File: config.mk
export PLATFORM = sky130hd
export DESIGN_NAME = sipo_rx_controller
export DESIGN_NICKNAME = d
export VERILOG_FILES = /design/src/rtl/sipo_rx_pkg.sv /design/src/rtl/sipo_shift_reg.sv /design/src/rtl/sipo_rx_controller.sv
export SDC_FILE = /design/constraint.sdc
export NUM_CORES = 1
export LEC_CHECK = 0
export ABC_AREA = 0
export CAP_MARGIN = 10
export CORE_MARGIN = 10
export CORE_UTILIZATION = 40
export CTS_BUF_LIST = sky130_fd_sc_hd__clkbuf_4
export DETAILED_ROUTE_END_ITERATION = 6
export GPL_TIMING_DRIVEN = 0
export PLACE_DENSITY = 0.71
export SYNTH_ARGS = -nofsm -noshare
export SYNTH_HDL_FRONTEND = slang
export SYNTH_SLANG_ARGS = --single-unit
export TNS_END_PERCENT = 50
File: constraint.sdc
create_clock -name clk -period 3.9 [get_ports clk]
set_input_delay 0.975 -clock clk [delete_from_list [all_inputs] [get_ports clk]]
set_output_delay 0.975 -clock clk [all_outputs]
set_load 0.005 [all_outputs]
File: src/rtl/sipo_rx_pkg.sv
// Shared definitions for the serial frame receiver: state encoding, line idle level
// and the counter-width helper.
package sipo_rx_pkg;

  typedef enum logic [1:0] {
    IDLE   = 2'd0,
    DATA   = 2'd1,
    PARITY = 2'd2,
    STOP   = 2'd3
  } rx_state_e;

  localparam logic SERIAL_IDLE = 1'b1;

  function automatic int clog2(input int value);
    int result;
    result = 0;
    while ((1 << result) < value) result++;
    return result;
  endfunction

endpackage

File: src/rtl/sipo_shift_reg.sv
// Serial-in/parallel-out shift register; new bits enter at the MSB so the first
// bit received ends up in bit 0 once the word is complete.
module sipo_shift_reg #(
  parameter int DATA_W = 4
) (
  input  logic              clk,
  input  logic              reset,
  input  logic              shift_en,
  input  logic              serial_in,
  output logic [DATA_W-1:0] parallel_out
);

  always_ff @(posedge clk or negedge reset) begin
    if (!reset) begin
      parallel_out <= '0;
    end else if (shift_en) begin
      parallel_out <= {serial_in, parallel_out[DATA_W-1:1]};
    end
  end

endmodule

File: src/rtl/sipo_rx_controller.sv
// Serial frame receiver: start-bit detection, data/parity/stop sequencing on the
// bit-rate strobe, and a single-entry valid/ready output register.
module sipo_rx_controller #(
  parameter int DATA_W     = 4,
  parameter int PARITY_EN  = 1,
  parameter int PARITY_ODD = 0
) (
  input  logic              clk,
  input  logic              reset,
  input  logic              bit_en,
  input  logic              serial_in,
  output logic [DATA_W-1:0] out_data,
  output logic              out_valid,
  input  logic              out_ready,
  output logic              busy,
  output logic              parity_err,
  output logic              frame_err,
  output logic              overrun
);
  import sipo_rx_pkg::*;

  localparam int              CNT_W      = clog2(DATA_W + 1);
  localparam logic [CNT_W-1:0] LAST_BIT  = CNT_W'(DATA_W - 1);
  localparam logic            PAR_INIT   = (PARITY_ODD != 0);
  localparam logic            USE_PARITY = (PARITY_EN != 0);

  rx_state_e         state, state_next;
  logic [CNT_W-1:0]  bit_cnt, bit_cnt_next;
  logic              par_acc, par_next;
  logic              shift_en;
  logic [DATA_W-1:0] shift_word;
  logic              deliver;
  logic              parity_err_next, frame_err_next, overrun_next;
  logic              reg_free;

  sipo_shift_reg #(.DATA_W(DATA_W)) u_shift (
    .clk          (clk),
    .reset        (reset),
    .shift_en     (shift_en),
    .serial_in    (serial_in),
    .parallel_out (shift_word)
  );

  // A word being accepted this very cycle frees the register for a new delivery.
  assign reg_free = !out_valid || out_ready;
  assign busy     = (state != IDLE);

  always_comb begin
    state_next      = state;
    bit_cnt_next    = bit_cnt;
    par_next        = par_acc;
    shift_en        = 1'b0;
    deliver         = 1'b0;
    parity_err_next = 1'b0;
    frame_err_next  = 1'b0;
    overrun_next    = 1'b0;
    if (bit_en) begin
      case (state)
        IDLE: begin
          if (serial_in != SERIAL_IDLE) begin
            state_next   = DATA;
            bit_cnt_next = '0;
            par_next     = PAR_INIT;
          end
        end
        DATA: begin
          shift_en     = 1'b1;
          par_next     = par_acc ^ serial_in;
          bit_cnt_next = bit_cnt + 1'b1;
          if (bit_cnt == LAST_BIT) state_next = USE_PARITY ? PARITY : STOP;
        end
        PARITY: begin
          par_next   = par_acc ^ serial_in;
          state_next = STOP;
        end
        STOP: begin
          state_next = IDLE;
          // Only the highest-priority outcome is reported for a frame.
          if (serial_in != SERIAL_IDLE)    frame_err_next  = 1'b1;
          else if (USE_PARITY && par_acc)  parity_err_next = 1'b1;
          else if (reg_free)               deliver         = 1'b1;
          else                             overrun_next    = 1'b1;
        end
        default: state_next = IDLE;
      endcase
    end
  end

  always_ff @(posedge clk or negedge reset) begin
    if (!reset) begin
      state   <= IDLE;
      bit_cnt <= '0;
      par_acc <= 1'b0;
    end else begin
      state   <= state_next;
      bit_cnt <= bit_cnt_next;
      par_acc <= par_next;
    end
  end

  always_ff @(posedge clk or negedge reset) begin
    if (!reset) begin
      out_data   <= '0;
      out_valid  <= 1'b0;
      parity_err <= 1'b0;
      frame_err  <= 1'b0;
      overrun    <= 1'b0;
    end else begin
      if (deliver) begin
        out_data  <= shift_word;
        out_valid <= 1'b1;
      end else if (out_valid && out_ready) begin
        out_valid <= 1'b0;
      end
      parity_err <= parity_err_next;
      frame_err  <= frame_err_next;
      overrun    <= overrun_next;
    end
  end

endmodule
Yosys cells after proc, flatten, opt, wreduce, memory -nomap -nowiden
Cells that the tools add are included.

cells by class
  bitwise operators = 1
  multiply operators = 0
  reductions and logical operators = 12
  div/mod/pow operators = 0
  mux-type cells = 28
  $lt $le $gt $ge = 0
  equality and inequality tests = 6
  add/subtract/negate cells = 1
  shifts and indexed selects = 0

operators by type and width
  kind                                           count
  2-to-1 mux 1 bit                               22
  AND reduction 3 bit                            3
  one-hot mux 2 bit (4 select lines)             1
  nonzero test 2 bit                             4
  one-hot mux 3 bit (2 select lines)             1
  == test 2 bit, second input constant           2
  2-to-1 mux 2 bit                               2
  != test 2 bit, second input constant           2
  adder 3 x 1 -> 3 bit, second input constant    1
  == test 3 x 2 -> 1 bit, second input constant  1
  2-to-1 mux 3 bit                               1
  == test 2 x 1 -> 1 bit, second input constant  1
  zero test 2 bit                                1
  one-hot mux 1 bit (2 select lines)             1
  OR reduction 2 bit                             1
  logical AND 1 bit                              1
  zero test 1 bit                                1
  logical OR 1 bit                               1
  XOR 1 bit                                      1

word-level totals
  bits in writable memories = 0
  memories kept = 0
  register bits = 18
  logic and storage cells = 57
  bits in latches = 0
  bits in read-only memories = 0
  input bits = 5
  output and inout port bits = 9

Logic depth before layout (Yosys ltp)
Gate-level depths: netlist (run 1).

  word-level depth = 8
  gate-level depth with buffers = 5
  gate-level depth less buffers = 5

Modules after synthesis
From an unflattened synthesis (run 1), not the netlist that was laid out.

unflattened totals
  cell total of the unflattened synthesis = 63
  area total of the unflattened synthesis = 859.6 sq um

by module, submodules not included
  module              times used  cells an instance  area an instance (sq um)  sequential area each (sq um)
  sipo_rx_controller  1           55                 714.4                     350.3
  sipo_shift_reg      1           8                  145.1                     100.1

Worst setup path before layout (run 1)
No wires, ideal clock.

  path type = register to output
  start point = register state[0]
  end point = output port busy
  setup slack = 2135 ps
  data required time = 2925 ps
  stages on the path, launching flop included = 4
  path buffers = 0
  arrival time = 790 ps
  cell sequence = dfrtp_1 -> inv_1 -> ha_1 -> inv_1

between the ends
  cells in the longest elaborated chain, start to end = 1

ends and longest elaborated chain
  element                 RTL line                  source
  from (decl)             sipo_rx_controller.sv:27  rx_state_e state, state_next;
  from (signal assigned)  sipo_rx_controller.sv:95  state <= state_next;
  nonzero test 2 bit      sipo_rx_controller.sv:46  assign busy = (state != IDLE);
  to (decl)               sipo_rx_controller.sv:15  output logic busy,

Every way passes these cells.

Worst setup path after layout (run 1)
Ends and elaborated chain as after synthesis.

==> impl_metrics.toml, run 1 <==
[place]
io_buffers = 13
placed_cells = 103
place_congestion = 0.705
hpwl_mm = 1.06

[worst_setup_path]
crit_fanout = 4
critPathCaptureType = "primary output"
worstPathArrival_ns = 1.69
cp.required_ns = 2.92
cp-start-kind = "register"
critPathKind = "register to primary output"

[global_routing]
use_met3 = 0.0169
grtUsageMet2 = 0.0945
antenna_found_initial = 0
grt_pass1_vias = 475
grt_pass1_wl_mm = 2.26
busiest_layer = "met2"
grt_util_all_layers = 0.0674
met1_usage = 0.0785
grt_max_degree = 19
overflow = 0

[timing]
grt_setup_unrepaired = "no"
timing.fmax_ghz = 0.375
finalSetupTns_ns = 0
slew_headroom = 0.487
period_share = 0.683
setup_viol = 0
layout_min_cycle_time_ns = 2.66
drv_slew = 0
worst_pin_slew_ns = 0.767
hold_viol = 0
skew_ns = 0.00487

[cts]
cts_buffer_depth = 2
cts_buffers = 3
cts_tree = "done"
cts-htree-levels = 1
clkSlewWorstSetupHoldPaths_ns = 0.10
cts.sinks = 18
postCtsSetupBuffers = 0
root_buffer = "clkbuf_4"
cts_resized = 0
cts_hold_buf = 0
clk_latency_ns = 0.29

[die]
core-area_mm2 = 0.00200
die_y_um = 66.2
num_rows = 16
die_w_um = 66.2
start_util = 0.426
io_pins = 14
die_area_mm2 = 0.00438

[route]
viasPerCell = 4.51
routed_wl_mm = 1.34
post_drt_wl_per_cell_um = 12.5
drc = 0
ant_nets = 0
initialDrtViolationCount = 2
drt_first_pass_iters = 2
vias = 483

[layout]
diodes = 0
syn2layout_area_growth_pct = 22.3
drive_gt1_frac = 0.200
finalNetCount = 94
final_cells = 107

[logic_synthesis]
yosys-top-cells-area = "dfrtp_1 53%, ha_1 12%, mux2_4 7.0%"
synth_nets = 76
seq_area_frac_synth = 0.528
syn_inst = 63
syn_area_per_cell_um2 = 13.5
netlist_area_um2 = 853
netlist.area_leader.share = 0.528
ys_warn_count = 0
synth_seq_cells = 18
yosys.area.top_type = "dfrtp_1"
synth_cell_type_count = 21

[power_and_ir_drop]
power.density_mw_per_mm2 = 669
leakagePower_uw = 0.000512
ir_worst_vdd_mv = 0.318

[status]
status = "complete, no violations"

[min_path]
hp-class = "register to register"

[job]
cap_viol_max_count = 0
## cell families after synthesis
kind of cell               count (synthesis)  synth area share
adders and majority gates                  8             0.117
muxes                                     11             0.160
and+or+nand+nor                           12            0.0850
AOI/OAI and AO/OA                          7            0.0792
buffers and inverters                      7            0.0308
DFF                                       18             0.528
## path summary, 6_finish.rpt
| kind | startpoint | endpoint | slack (ns) | cells after the start |
|---|---|---|---|---|
| worst max-delay path | state[0] | busy | 1.24 | 4 |
| worst min-delay path | bit_cnt[0] | bit_cnt[0] | 0.49 | 1 |
| worst max register to register | state[0] | state[1] | 2.35 | 5 |
| worst min register to register | bit_cnt[0] | bit_cnt[0] | 0.49 | 1 |
| max in group asynchronous | reset | frame_err | 2.30 | 1 |
| min in group asynchronous | reset | out_valid | 1.12 | 1 |
## cell usage in the layout (no fill, tap or decap), types with 2 or more instances in the layout
master           count
mux2_4               4
nor2_1               3
dfrtp_1             18
mux2_2               4
clkbuf_4             3
ha_1                 8
clkdlybuf4s50_1     13
mux2i_1              2
nand2_1              4
inv_1                7
## critical path: stages, from the launching register on
cell	delay [ns]
dfrtp_1	0.42
inv_1	0.10
ha_1	0.27
inv_1	0.10
clkdlybuf4s50_1	0.51
## area by class of cell
class / count / area (um^2)
Timing Repair Buffer: 13 / 130
Clock inverter: 1 / 3.75
Fill cell: 177 / 958
Sequential cell: 18 / 450
Tap cell: 27 / 33.8
Inverter: 7 / 26.3
Clock buffer: 3 / 22.5
Multi-Input combinational cell: 38 / 377
## flip-flops by register name (all words and copies together) (netlist names)
| register | cells |
|---|---|
| par_acc | 1 |
| out_valid | 1 |
| bit_cnt | 3 |
| overrun | 1 |
| u_shift.parallel_out | 4 |
| state | 2 |
| frame_err | 1 |
| parity_err | 1 |
| out_data | 4 |
## synthesized netlist by cell type
master and number:
nor2_1 3, nand2b_1 1, nor2b_4 1, a21boi_4 1, o22ai_1 1, mux2_2 4
nand3_1 1, ha_1 8, inv_1 7, mux2_1 1, o21ai_1 1, nand2_1 4
a41o_1 1, a21boi_2 1, mux2_4 4, and3_1 1, dfrtp_1 18, mux2i_1 2
nand4b_2 1, o21ai_2 1, a21boi_0 1
## where the power goes
group          internal, uW  switching (uW)  leakage, uW  total (uW)
registers               262            50.3     0.000229         312
clock network          37.2            56.8    0.0000154        94.0
logic                   174             119     0.000268         292
## layer usage
layer	wire, um	vias to the layer above
met1	606	224
met2	617	10
met4	45	0
met5	0	-
met3	72	4
li1	-	245
## through the flow
step / instance area, um^2 / util / worst slack, ns / hold WS (ns) / total power, uW
5_1_grt: 1040 / 0.521 / 1.13 / 0.519 / 755
2_1_floorplan: 853 / - / 2.14 / 0.457 / 502
3_5_place_dp: 1020 / 0.508 / 1.41 / 0.481 / 617
6_report: 1040 / 0.521 / 1.24 / 0.492 / 699
3_3_place_gp: 1020 / 0.508 / 1.43 / 0.476 / 607
4_1_cts: 1040 / 0.521 / 1.21 / 0.495 / 710
(Power assumes the default switching activity.)
==> run 2, diff against run 1 <==
--- a/config.mk
+++ b/config.mk
@@ -12,7 +12,7 @@
 export CTS_BUF_LIST = sky130_fd_sc_hd__clkbuf_4
 export DETAILED_ROUTE_END_ITERATION = 6
 export GPL_TIMING_DRIVEN = 0
-export PLACE_DENSITY = 0.71
+export PLACE_DENSITY = 0.73
 export SYNTH_ARGS = -nofsm -noshare
 export SYNTH_HDL_FRONTEND = slang
 export SYNTH_SLANG_ARGS = --single-unit
==> constraint.sdc (replaced) <==
create_clock -name clk -period 2.4 [get_ports clk]
set_input_delay 0.6 -clock clk [delete_from_list [all_inputs] [get_ports clk]]
set_output_delay 0.6 -clock clk [all_outputs]
set_load 0.005 [all_outputs]
==> impl_metrics.toml, run 2 (synthesis results as in run 1) <==
[status]
status = "complete, no violations"

[power_and_ir_drop]
power.density_mw_per_mm2 = 1090
seqPwrFrac = 0.448
p_switching_uw = 362
p_clk_frac = 0.128
leakagePower_uw = 0.000511
p_int_uw = 767
p_comb_frac = 0.424
ir_worst_vdd_mv = 0.611
swShare = 0.321

[worst_setup_path]
worstPathArrival_ns = 1.68
cp-start-kind = "register"
slowest_stage = "clkdlybuf4s50_1"
critPathCaptureType = "primary output"
r2r-end = "state[1]"
cpMostUsedCell = "inv_1"
timing.rr.start = "state[0]"
worst_r2r_path_depth = 5
endpoint = "busy"
rrSetupSlack_ns = 0.88
max_stage_delay_ns = 0.51
cp.required_ns = 1.80
critPathKind = "register to primary output"
path_cells = "inv_1 > ha_1 > inv_1 > clkdlybuf4s50_1"
crit_fanout = 4
cp-startpoint = "state[0]"

[cts]
postCtsSetupBuffers = 0
cts_buffer_depth = 2
cts.sinks = 18
cts_buffers = 3
clkSlewWorstSetupHoldPaths_ns = 0.10
cts_tree = "done"
cts_hold_buf = 0
cts_resized = 0
clk_latency_ns = 0.28
root_buffer = "clkbuf_4"
cts-htree-levels = 1

[die]
num_rows = 16
io_pins = 14
core-area_mm2 = 0.00200
start_util = 0.426
die_area_mm2 = 0.00438
die_w_um = 66.2
die_y_um = 66.2

[timing]
hold_ws_ns = 0.495
skew_ns = 0.00490
drv_slew = 0
worst_pin_slew_ns = 0.779
setup_viol = 0
timing.fmax_ghz = 0.439
hold_viol = 0
layout_min_cycle_time_ns = 2.28
period_share = 0.950
worst_slack_ns = 0.121
finalSetupTns_ns = 0
grt_setup_unrepaired = "no"
slew_headroom = 0.479

[layout]
finish.utilization = 0.519
largestRegisters = "out_data: 4 flops, u_shift.parallel_out: 4 flops, bit_cnt: 3 flops"
fill_cells = 182
drive_gt1_frac = 0.203
diodes = 0
finalNetCount = 94
layout_commonest_cell = "dfrtp_1"
layout_common_cells = "18 x dfrtp_1, 13 x clkdlybuf4s50_1, 8 x ha_1"
syn2layout_area_growth_pct = 21.8

[route]
post_drt_wl_per_cell_um = 12.4
drt_first_pass_iters = 4
routed_wl_mm = 1.31
wl_met3_um = 57
initialDrtViolationCount = 5
highest_layer = "met4"
drt-met1-wl_um = 595
wl_met2_um = 624
ant_nets = 0
drc = 0
vias = 488
viasPerCell = 4.60

[global_routing]
overflow = 0
grt_pass1_vias = 512
grt_max_degree = 19
antenna_found_initial = 0
grt_pass1_wl_mm = 2.26
grt_util_all_layers = 0.0670

[place]
place_ws_ns = 0.303
place_congestion = 0.689
io_buffers = 13
hpwl_mm = 1.06

[job]
cap_viol_max_count = 0

[min_path]
hp-class = "register to register"
[run 2: worst min-delay path by stage]
stage	startpoint	end	slack, ns	cells past startpoint
2_1_floorplan	reset	bit_cnt[0]	0.30	0
3_3_place_gp	bit_cnt[0]	bit_cnt[0]	0.48	1
3_5_place_dp	bit_cnt[0]	bit_cnt[0]	0.49	1
4_1_cts	bit_cnt[0]	bit_cnt[0]	0.50	1
5_1_grt	out_data[2]	out_data[2]	0.53	1
6_report	bit_cnt[0]	bit_cnt[0]	0.49	1
[run 2: worst max-delay path: cells and delay by family, from the launching register on]
kind,cells,cell delay (ns)
DFF,1,0.42
buffers and inverters,3,0.72
adders and majority gates,1,0.27
[run 2: power by group through the flow]
stage / logic, uW / clock network (uW) / registers, uW
after floorplan: 316 / 0 / 499
after global placement: 476 / 0 / 508
after detailed placement: 487 / 0 / 515
after CTS: 490 / 146 / 507
after global routing: 541 / 157 / 526
final: 479 / 144 / 506
[run 2: cell type report]
cell class | instances | area (um^2) | share of cell area
clock buffer | 3 | 22.5 | 0.0217
inverter | 7 | 26.3 | 0.0253
multi-input combinational | 38 | 377 | 0.362
sequential | 18 | 450 | 0.433
tap | 27 | 33.8 | 0.0325
timing repair buffer | 13 | 130 | 0.125
[run 2: per-stage QoR]
stage	area, um^2	total power [uW]	cells
after floorplan	853	815	63
final	1040	1130	106
after CTS	1040	1140	106
after global routing	1040	1220	106
after global placement	1020	984	103
after detailed placement	1020	1000	103
[run 2: metal layers]
| layer | vias to the layer above | track usage |
|---|---|---|
| met4 | 0 | 0.0471 |
| met5 | - | 0 |
| li1 | 247 | - |
| met3 | 2 | 0.0203 |
| met2 | 9 | 0.103 |
| met1 | 230 | 0.0774 |
